<file path="src/rtl/ram_access_ctrl.sv">
// rtl/ram_access_ctrl.sv - one-at-a-time load/store front end for the CBG single-port word RAM (optional macro: RAM_ACC_BYTE_WE_EN)
`ifndef A_W
`define A_W 9
`endif
`ifndef RAM_DEEP
`define RAM_DEEP 256
`endif

module ram_access_ctrl #(
  parameter int ADDR_W  = `A_W-1,
  parameter int DEPTH   = `RAM_DEEP,
  parameter int TIMEOUT = 4
) (
  input  logic              clk,
  input  logic              rst,
  input  logic              req_valid,
  output logic              req_ready,
  input  logic              req_we,
  input  logic [ADDR_W-1:0] req_addr,
  input  logic [31:0]       req_wdata,
  input  logic [3:0]        req_wstrb,
  output logic              rsp_valid,
  input  logic              rsp_ready,
  output logic [31:0]       rsp_rdata,
  output logic              rsp_err,
  output logic              ram_ena,
  output logic              ram_wea,
  output logic [ADDR_W-1:0] ram_addr,
  output logic [31:0]       ram_din,
  input  logic [31:0]       ram_dout,
  input  logic              ram_read_valid
);

  localparam int CNT_W = $clog2(TIMEOUT + 1);
  // One extra bit so DEPTH == 2**ADDR_W is representable and nothing is out of range.
  localparam logic [ADDR_W:0] DEPTH_W = (ADDR_W+1)'(DEPTH);

  typedef enum logic [2:0] {
    IDLE,
    ISSUE,
    RD_WAIT,
`ifdef RAM_ACC_BYTE_WE_EN
    RMW_WR,
`endif
    RSP
  } state_t;

  state_t            state, state_d;
  logic              hold_we, hold_we_d;
  logic [ADDR_W-1:0] hold_addr, hold_addr_d;
  logic [31:0]       hold_wdata, hold_wdata_d;
  logic [CNT_W-1:0]  cnt, cnt_d;
  logic [31:0]       rdata_d;
  logic              err_d;
  logic              addr_oor;
  logic              full_word;

  assign addr_oor = ({1'b0, req_addr} >= DEPTH_W);
  assign ram_addr = hold_addr;

`ifdef RAM_ACC_BYTE_WE_EN
  logic [3:0]  hold_wstrb, hold_wstrb_d;
  logic [31:0] rd_word, rd_word_d;
  logic [31:0] merged;

  assign full_word = (hold_wstrb == 4'hF);

  // Strobed bytes come from the store data, the rest from the word just read.
  always_comb begin
    merged = rd_word;
    for (int i = 0; i < 4; i++) begin
      if (hold_wstrb[i]) merged[8*i +: 8] = hold_wdata[8*i +: 8];
    end
  end
`else
  logic unused_wstrb;
  assign unused_wstrb = ^req_wstrb;
  assign full_word    = 1'b1;
`endif

  // State and holding registers; everything clears asynchronously.
  always_ff @(posedge clk or negedge rst) begin
    if (!rst) begin
      state      <= IDLE;
      hold_we    <= 1'b0;
      hold_addr  <= '0;
      hold_wdata <= '0;
      cnt        <= '0;
      rsp_rdata  <= '0;
      rsp_err    <= 1'b0;
`ifdef RAM_ACC_BYTE_WE_EN
      hold_wstrb <= '0;
      rd_word    <= '0;
`endif
    end else begin
      state      <= state_d;
      hold_we    <= hold_we_d;
      hold_addr  <= hold_addr_d;
      hold_wdata <= hold_wdata_d;
      cnt        <= cnt_d;
      rsp_rdata  <= rdata_d;
      rsp_err    <= err_d;
`ifdef RAM_ACC_BYTE_WE_EN
      hold_wstrb <= hold_wstrb_d;
      rd_word    <= rd_word_d;
`endif
    end
  end

  // Next-state, register updates and state-decoded outputs.
  always_comb begin
    state_d      = state;
    hold_we_d    = hold_we;
    hold_addr_d  = hold_addr;
    hold_wdata_d = hold_wdata;
    cnt_d        = cnt;
    rdata_d      = rsp_rdata;
    err_d        = rsp_err;
`ifdef RAM_ACC_BYTE_WE_EN
    hold_wstrb_d = hold_wstrb;
    rd_word_d    = rd_word;
`endif
    req_ready    = 1'b0;
    rsp_valid    = 1'b0;
    ram_ena      = 1'b0;
    ram_wea      = 1'b0;
    ram_din      = '0;
    case (state)
      IDLE: begin
        // Gated by rst so ready stays low while reset is held.
        req_ready = rst;
        if (req_valid && rst) begin
          hold_we_d    = req_we;
          hold_addr_d  = req_addr;
          hold_wdata_d = req_wdata;
`ifdef RAM_ACC_BYTE_WE_EN
          hold_wstrb_d = req_wstrb;
`endif
          if (addr_oor) begin
            rdata_d = 32'hFFFF_FFFF;
            err_d   = 1'b1;
            state_d = RSP;
`ifdef RAM_ACC_BYTE_WE_EN
          end else if (req_we && (req_wstrb == 4'h0)) begin
            rdata_d = '0;
            err_d   = 1'b0;
            state_d = RSP;
`endif
          end else begin
            state_d = ISSUE;
          end
        end
      end
      ISSUE: begin
        ram_ena = 1'b1;
        ram_din = hold_wdata;
        cnt_d   = '0;
        if (hold_we && full_word) begin
          ram_wea = 1'b1;
          rdata_d = '0;
          err_d   = 1'b0;
          state_d = RSP;
        end else begin
          state_d = RD_WAIT;
        end
      end
      RD_WAIT: begin
        cnt_d = cnt + 1'b1;
        if (ram_read_valid) begin
`ifdef RAM_ACC_BYTE_WE_EN
          if (hold_we) begin
            rd_word_d = ram_dout;
            state_d   = RMW_WR;
          end else begin
            rdata_d = ram_dout;
            err_d   = 1'b0;
            state_d = RSP;
          end
`else
          rdata_d = ram_dout;
          err_d   = 1'b0;
          state_d = RSP;
`endif
        end else if (cnt == CNT_W'(TIMEOUT - 1)) begin
          rdata_d = 32'hFFFF_FFFF;
          err_d   = 1'b1;
          state_d = RSP;
        end
      end
`ifdef RAM_ACC_BYTE_WE_EN
      RMW_WR: begin
        ram_ena = 1'b1;
        ram_wea = 1'b1;
        ram_din = merged;
        rdata_d = '0;
        err_d   = 1'b0;
        state_d = RSP;
      end
`endif
      RSP: begin
        rsp_valid = 1'b1;
        if (rsp_ready) state_d = IDLE;
      end
      default: state_d = IDLE;
    endcase
  end

endmodule

</file>
<file path="config.mk">
export PLATFORM = sky130hd
export DESIGN_NAME = ram_access_ctrl
export DESIGN_NICKNAME = d
export VERILOG_FILES = /design/src/rtl/ram_access_ctrl.sv
export SDC_FILE = /design/constraint.sdc
export NUM_CORES = 1
export LEC_CHECK = 0
export BUFFER_PORTS_ARGS = -buffer_cell sky130_fd_sc_hd__buf_4
export CORE_UTILIZATION = 49
export CTS_BUF_LIST = sky130_fd_sc_hd__clkbuf_4
export CTS_CLUSTER_DIAMETER = 40
export DETAILED_ROUTE_END_ITERATION = 8
export GPL_TIMING_DRIVEN = 0
export HOLD_SLACK_MARGIN = 0.12
export PLACE_DENSITY_LB_ADDON = 0.08
export SETUP_SLACK_MARGIN = 0.3
export SYNTH_ARGS = -nofsm -noshare
export SYNTH_HDL_FRONTEND = slang
export SYNTH_SLANG_ARGS = --single-unit
</file>
<file path="constraint.sdc">
create_clock -name clk -period 1.8 [get_ports clk]
set_input_delay 0.18 -clock clk [delete_from_list [all_inputs] [get_ports clk]]
set_output_delay 0.18 -clock clk [all_outputs]
set_load 0.01 [all_outputs]
</file>
==> results.toml, run 1 <==
[global_route]
antenna_found_initial = 2
grt_start_max_net_pins = 82

[clock_tree]
htreeDepth = 3
clock_path_buffers = 2
clockRootBuffer = "clkbuf_4"
clkSinkCount = 79
cts_buffers = 9

[logic_synthesis]
synth_simple_gate_area_share_pct = 9.41
synth_nets = 376
yosys_register_bits = 79
ys_warn_count = 0
synth_mux_area_share_pct = 14.4
synth_xor_area_share_pct = 0
seq_area_frac_synth_pct = 56.1
synth_area_sq_um = 3520
synth_compound_area_share_pct = 13.7
synth_cells = 287
synth_top_family_by_area = "multiplexers"
synth_cell_types = 24
syn_area_per_cell_sq_um = 12.3
synthAdderAreaFrac_pct = 2.48

[timing]
worst_endpoint = "rsp_rdata[24]$_DFFE_PN0P_/D"
worst-ep-kind = "sequential cell input"

[outcome]
status = "stopped before the end"
error = "[ERROR DPL-0033] detailed placement checks failed during check placement."
stop_stage = "global routing (5_1_grt)"

[place]
hpwl_um = 5800
portBuffers = 154
routabilityCongestion = 0.738
placed_area_sq_um = 4880

[floorplan]
ios = 159
die_w_um = 86.8
die_h_um = 86.8
row_count = 30
initial_utilization_pct = 51.3
metrics by stage:
stage               instances  worst slack, ns  hold WS, ns  util, %
CTS                       645           0.0360      -0.0413     92.7
detailed placement        537           -0.201        0.414     71.0
global placement          537           -0.168        0.412     71.0
floorplan                 287            0.257       -0.116        -
Yosys cell counts (all sizes together):
cell	n	area [sq um]
and2	34	213
a221oi	1	15.0
nor2	2	15.0
nor3b	1	18.8
mux2	43	484
a21oi	1	16.3
dfrtp	79	1980
nand2	18	67.6
o31ai	16	120
a211oi	1	7.51
inv	7	26.3
clkbuf	6	22.5
nand3	2	10.0
nand3b	1	7.51
o21ai	35	175
a2bb2oi	16	140
o21ba	1	10.0
buf	15	88.8
ha	7	87.6
mux2i	1	22.5
what timing repair did:
| item | in CTS |
|---|---|
| cloned | 10 |
| endpoints found under the setup margin | 111 |
| setup buffers | 14 |
| gates resized for setup | 104 |
| hold buffers | 70 |
| pin swaps | 30 |
| endpoints found under the hold margin | 149 |
logic make-up after synthesis:
logic type                 Yosys count
AOI/OAI and AO/OA                   71
adders and majority gates            7
buffers and inverters               28
DFF                                 79
muxes                               44
and+or+nand+nor                     58
==> inputs of run 2 (changes only) <==
- CORE_UTILIZATION: 49 -> 35
- CTS_BUF_LIST: sky130_fd_sc_hd__clkbuf_4 -> not set
- CTS_CLUSTER_DIAMETER: 40 -> not set
- HOLD_SLACK_MARGIN: 0.12 -> not set
- PLACE_DENSITY_LB_ADDON: 0.08 -> 0.15
- SETUP_SLACK_MARGIN: 0.3 -> not set
==> results.toml, run 2 <==
[clock_tree]
cts_tree = "built"
clkSinkCount = 79
clockRootBuffer = "clkbuf_8"
clk_latency_ns = 0.34
htreeDepth = 3
cts_buffers = 9
hold_buffers = 0
clock_path_buffers = 2
cts.clk_slew.worst_paths_ns = 0.08

[drt]
final_antenna_net_count = 0
drc = 0
drt_iter0_markers = 62
vias = 2808
wl_per_cell_um = 14.0
via_per_inst = 4.68
firstDrtPassIters = 4
finalWirelength_um = 8380

[place]
routabilityCongestion = 0.734
hpwl_um = 5930
portBuffers = 154
dp_worst_setup_slack_ns = -0.310
post-place-cells = 574

[final_layout]
nets = 553
fin_cells = 600
final_cell_mix = "165 x buf_4, 79 x dfrtp_1, 41 x mux2_2"
area_growth_pct = 49.5
drive_gt1_share_pct = 54.4
final_common_cell = "buf_4"
n_antenna_cell = 0
final_core_utilization_pct = 53.9

[timing]
fmax_mhz = 573
worstMarginPinSlew_ns = 0.741
slew_headroom_pct = 50.6
setup_viol = 0
fin_crit_ns = 1.75
finalHoldViolations = 79
finalCritPeriodShare_pct = 97.0
whs_ns = -0.139
skew_ns = 0.00725
final-max-slew-violation-count = 0
grt_setup_unrepaired = "true"
fin_ws_ns = 0.0533

[worst_setup_path]
critPathKind = "reg2reg"
critPathMaxFanout = 6
regToRegStartpoint = "state[1]"
critPathTopFamily = "flip-flops"
critPathLaunchType = "flip-flop"
path_buf_inv = 2
r2r_cells = 6
critical_path_required_ns = 2.02
r2r_slack_ns = 0.05
arrival_ns = 1.97
cp_cell_sequence = "buf_4 > ha_2 > nor3b_4 > buf_6 > a221oi_4 > mux2_1"
cp_slowest_cell = "dfrtp_1"
timing.rr.end = "state[1]"
crit_start = "state[1]"
critPathCaptureType = "flip-flop"
max_stage_delay_ns = 0.40

[logic_synthesis]
yosys.area.top_type = "dfrtp_1"
yosys_register_bits = 79
synthTopCellsByArea = "dfrtp_1 56%, mux2_2 13%, and2_1 6.0%, o21ai_0 5.0%, a2bb2oi_1 4.0%"
synth_edf_count = 0
synth_cells = 287
ys.flop_type = "dfrtp_1"
async_reset_ff_share_pct = 100
ys_warn_count = 0
synthTopCellsByCount = "79 x dfrtp_1, 41 x mux2_2, 35 x o21ai_0"
synth_nets = 376
syn_area_per_cell_sq_um = 12.3
seq_area_frac_synth_pct = 56.1
synth_area_sq_um = 3520
synth_cell_types = 24
yosysMostFrequentCell = "dfrtp_1"
synth_top_area_share_pct = 56.1

[floorplan]
initial_utilization_pct = 36.1
ios = 159
die_w_um = 102
die_area_sq_um = 10500
core_area_sq_um = 9770
die_h_um = 102
row_count = 36

[power_and_ir_drop]
combPwrFrac_pct = 51.4
power_frac_clock_pct = 15.1
internal-power_mw = 6.00
power_switching_mw = 3.10
power.share.switching_pct = 34.1
power_density_nw_per_um2 = 1730
leakage_nw = 2.54
seq_power_share_pct = 33.4
peakVddDrop_mv = 0.964

[global_route]
grt_pass1_wl_um = 13000
grt_use_total_pct = 16.3
grt_pass1_vias = 2650
grt_start_max_net_pins = 82
gr-total-overflow = 0
antenna_found_initial = 0

[flow_run]
maxCapViolations = 0

[outcome]
violations = "negative hold slack"
status = "complete, but fails checks"

[min_path]
hold_path_class = "in2async"
[run 2: worst register-to-register path, stage by stage (launching register included)]
cell and delay, ns:
dfrtp_1 0.40, buf_4 0.15, ha_2 0.19, nor3b_4 0.18
buf_6 0.12, a221oi_4 0.23, mux2_1 0.35
[run 2: worst max path at each step]
stage                     endpoint  slack (ns)  cells after the start
CTS                    ram_din[13]       -0.03                      6
global placement    hold_wdata[27]       -0.31                      5
finish                    state[1]        0.05                      6
detailed placement  hold_wdata[17]       -0.31                      5
floorplan            hold_wdata[0]        0.15                      6
global route              state[0]       -0.02                      6
[run 2: cell type report]
| cell class | instances | area (sq um) |
|---|---|---|
| fillers | 884 | 4500 |
| flip-flops and latches | 79 | 1980 |
| multi-input cells | 180 | 1460 |
| repair buffers | 166 | 1270 |
| plain buffers | 21 | 173 |
| well taps | 133 | 166 |
| clock buffers | 10 | 128 |
| clock inverters | 4 | 72.6 |
| inverters | 7 | 26.3 |
[run 2: metal layers]
metal	wire (um)	track usage, %	up-vias
met5	0	0	-
met4	113	6.92	0
met3	369	2.87	10
met2	4000	25.4	86
met1	3900	22.5	1360
li1	-	-	1352
[run 2: cell families after synthesis]
family	count (synthesis)	synth area share, %
adders and majority gates	7	2.48
and+or+nand+nor	58	9.41
DFF	79	56.1
buffers and inverters	28	3.90
muxes	44	14.4
AOI/OAI and AO/OA	71	13.7
[run 2: through the flow]
| step | power, mW | instance area, sq um | hold WS, ns | setup TNS (ns) |
|---|---|---|---|---|
| 2_1_floorplan | 5.52 | 3520 | -0.116 | 0 |
| 3_3_place_gp | 7.17 | 4850 | 0.413 | -12.56 |
| 3_5_place_dp | 7.28 | 4850 | 0.416 | -12.56 |
| 4_1_cts | 8.75 | 5090 | 0.0441 | -0.485 |
| 5_1_grt | 9.79 | 5270 | -0.0807 | -0.0414 |
| 6_report | 9.10 | 5270 | -0.139 | 0 |
[run 2: power groups by stage]
stage          clock, mW  combinational [mW]  sequential, mW
5_1_grt             1.50                5.15            3.15
4_1_cts             1.42                4.29            3.04
2_1_floorplan          0                2.35            3.17
6_report            1.38                4.68            3.04
3_5_place_dp           0                4.22            3.07
3_3_place_gp           0                4.13            3.04
[run 2: what timing repair did]
item                                   CTS  global route
buffers inserted                         3             8
setup endpoints to repair               87            98
resized for setup                       10            32
endpoints found under the hold margin    0            79
gates cloned                             0             1
pin swaps                                0             2
Note: power is estimated with default switching activity, not from simulation.
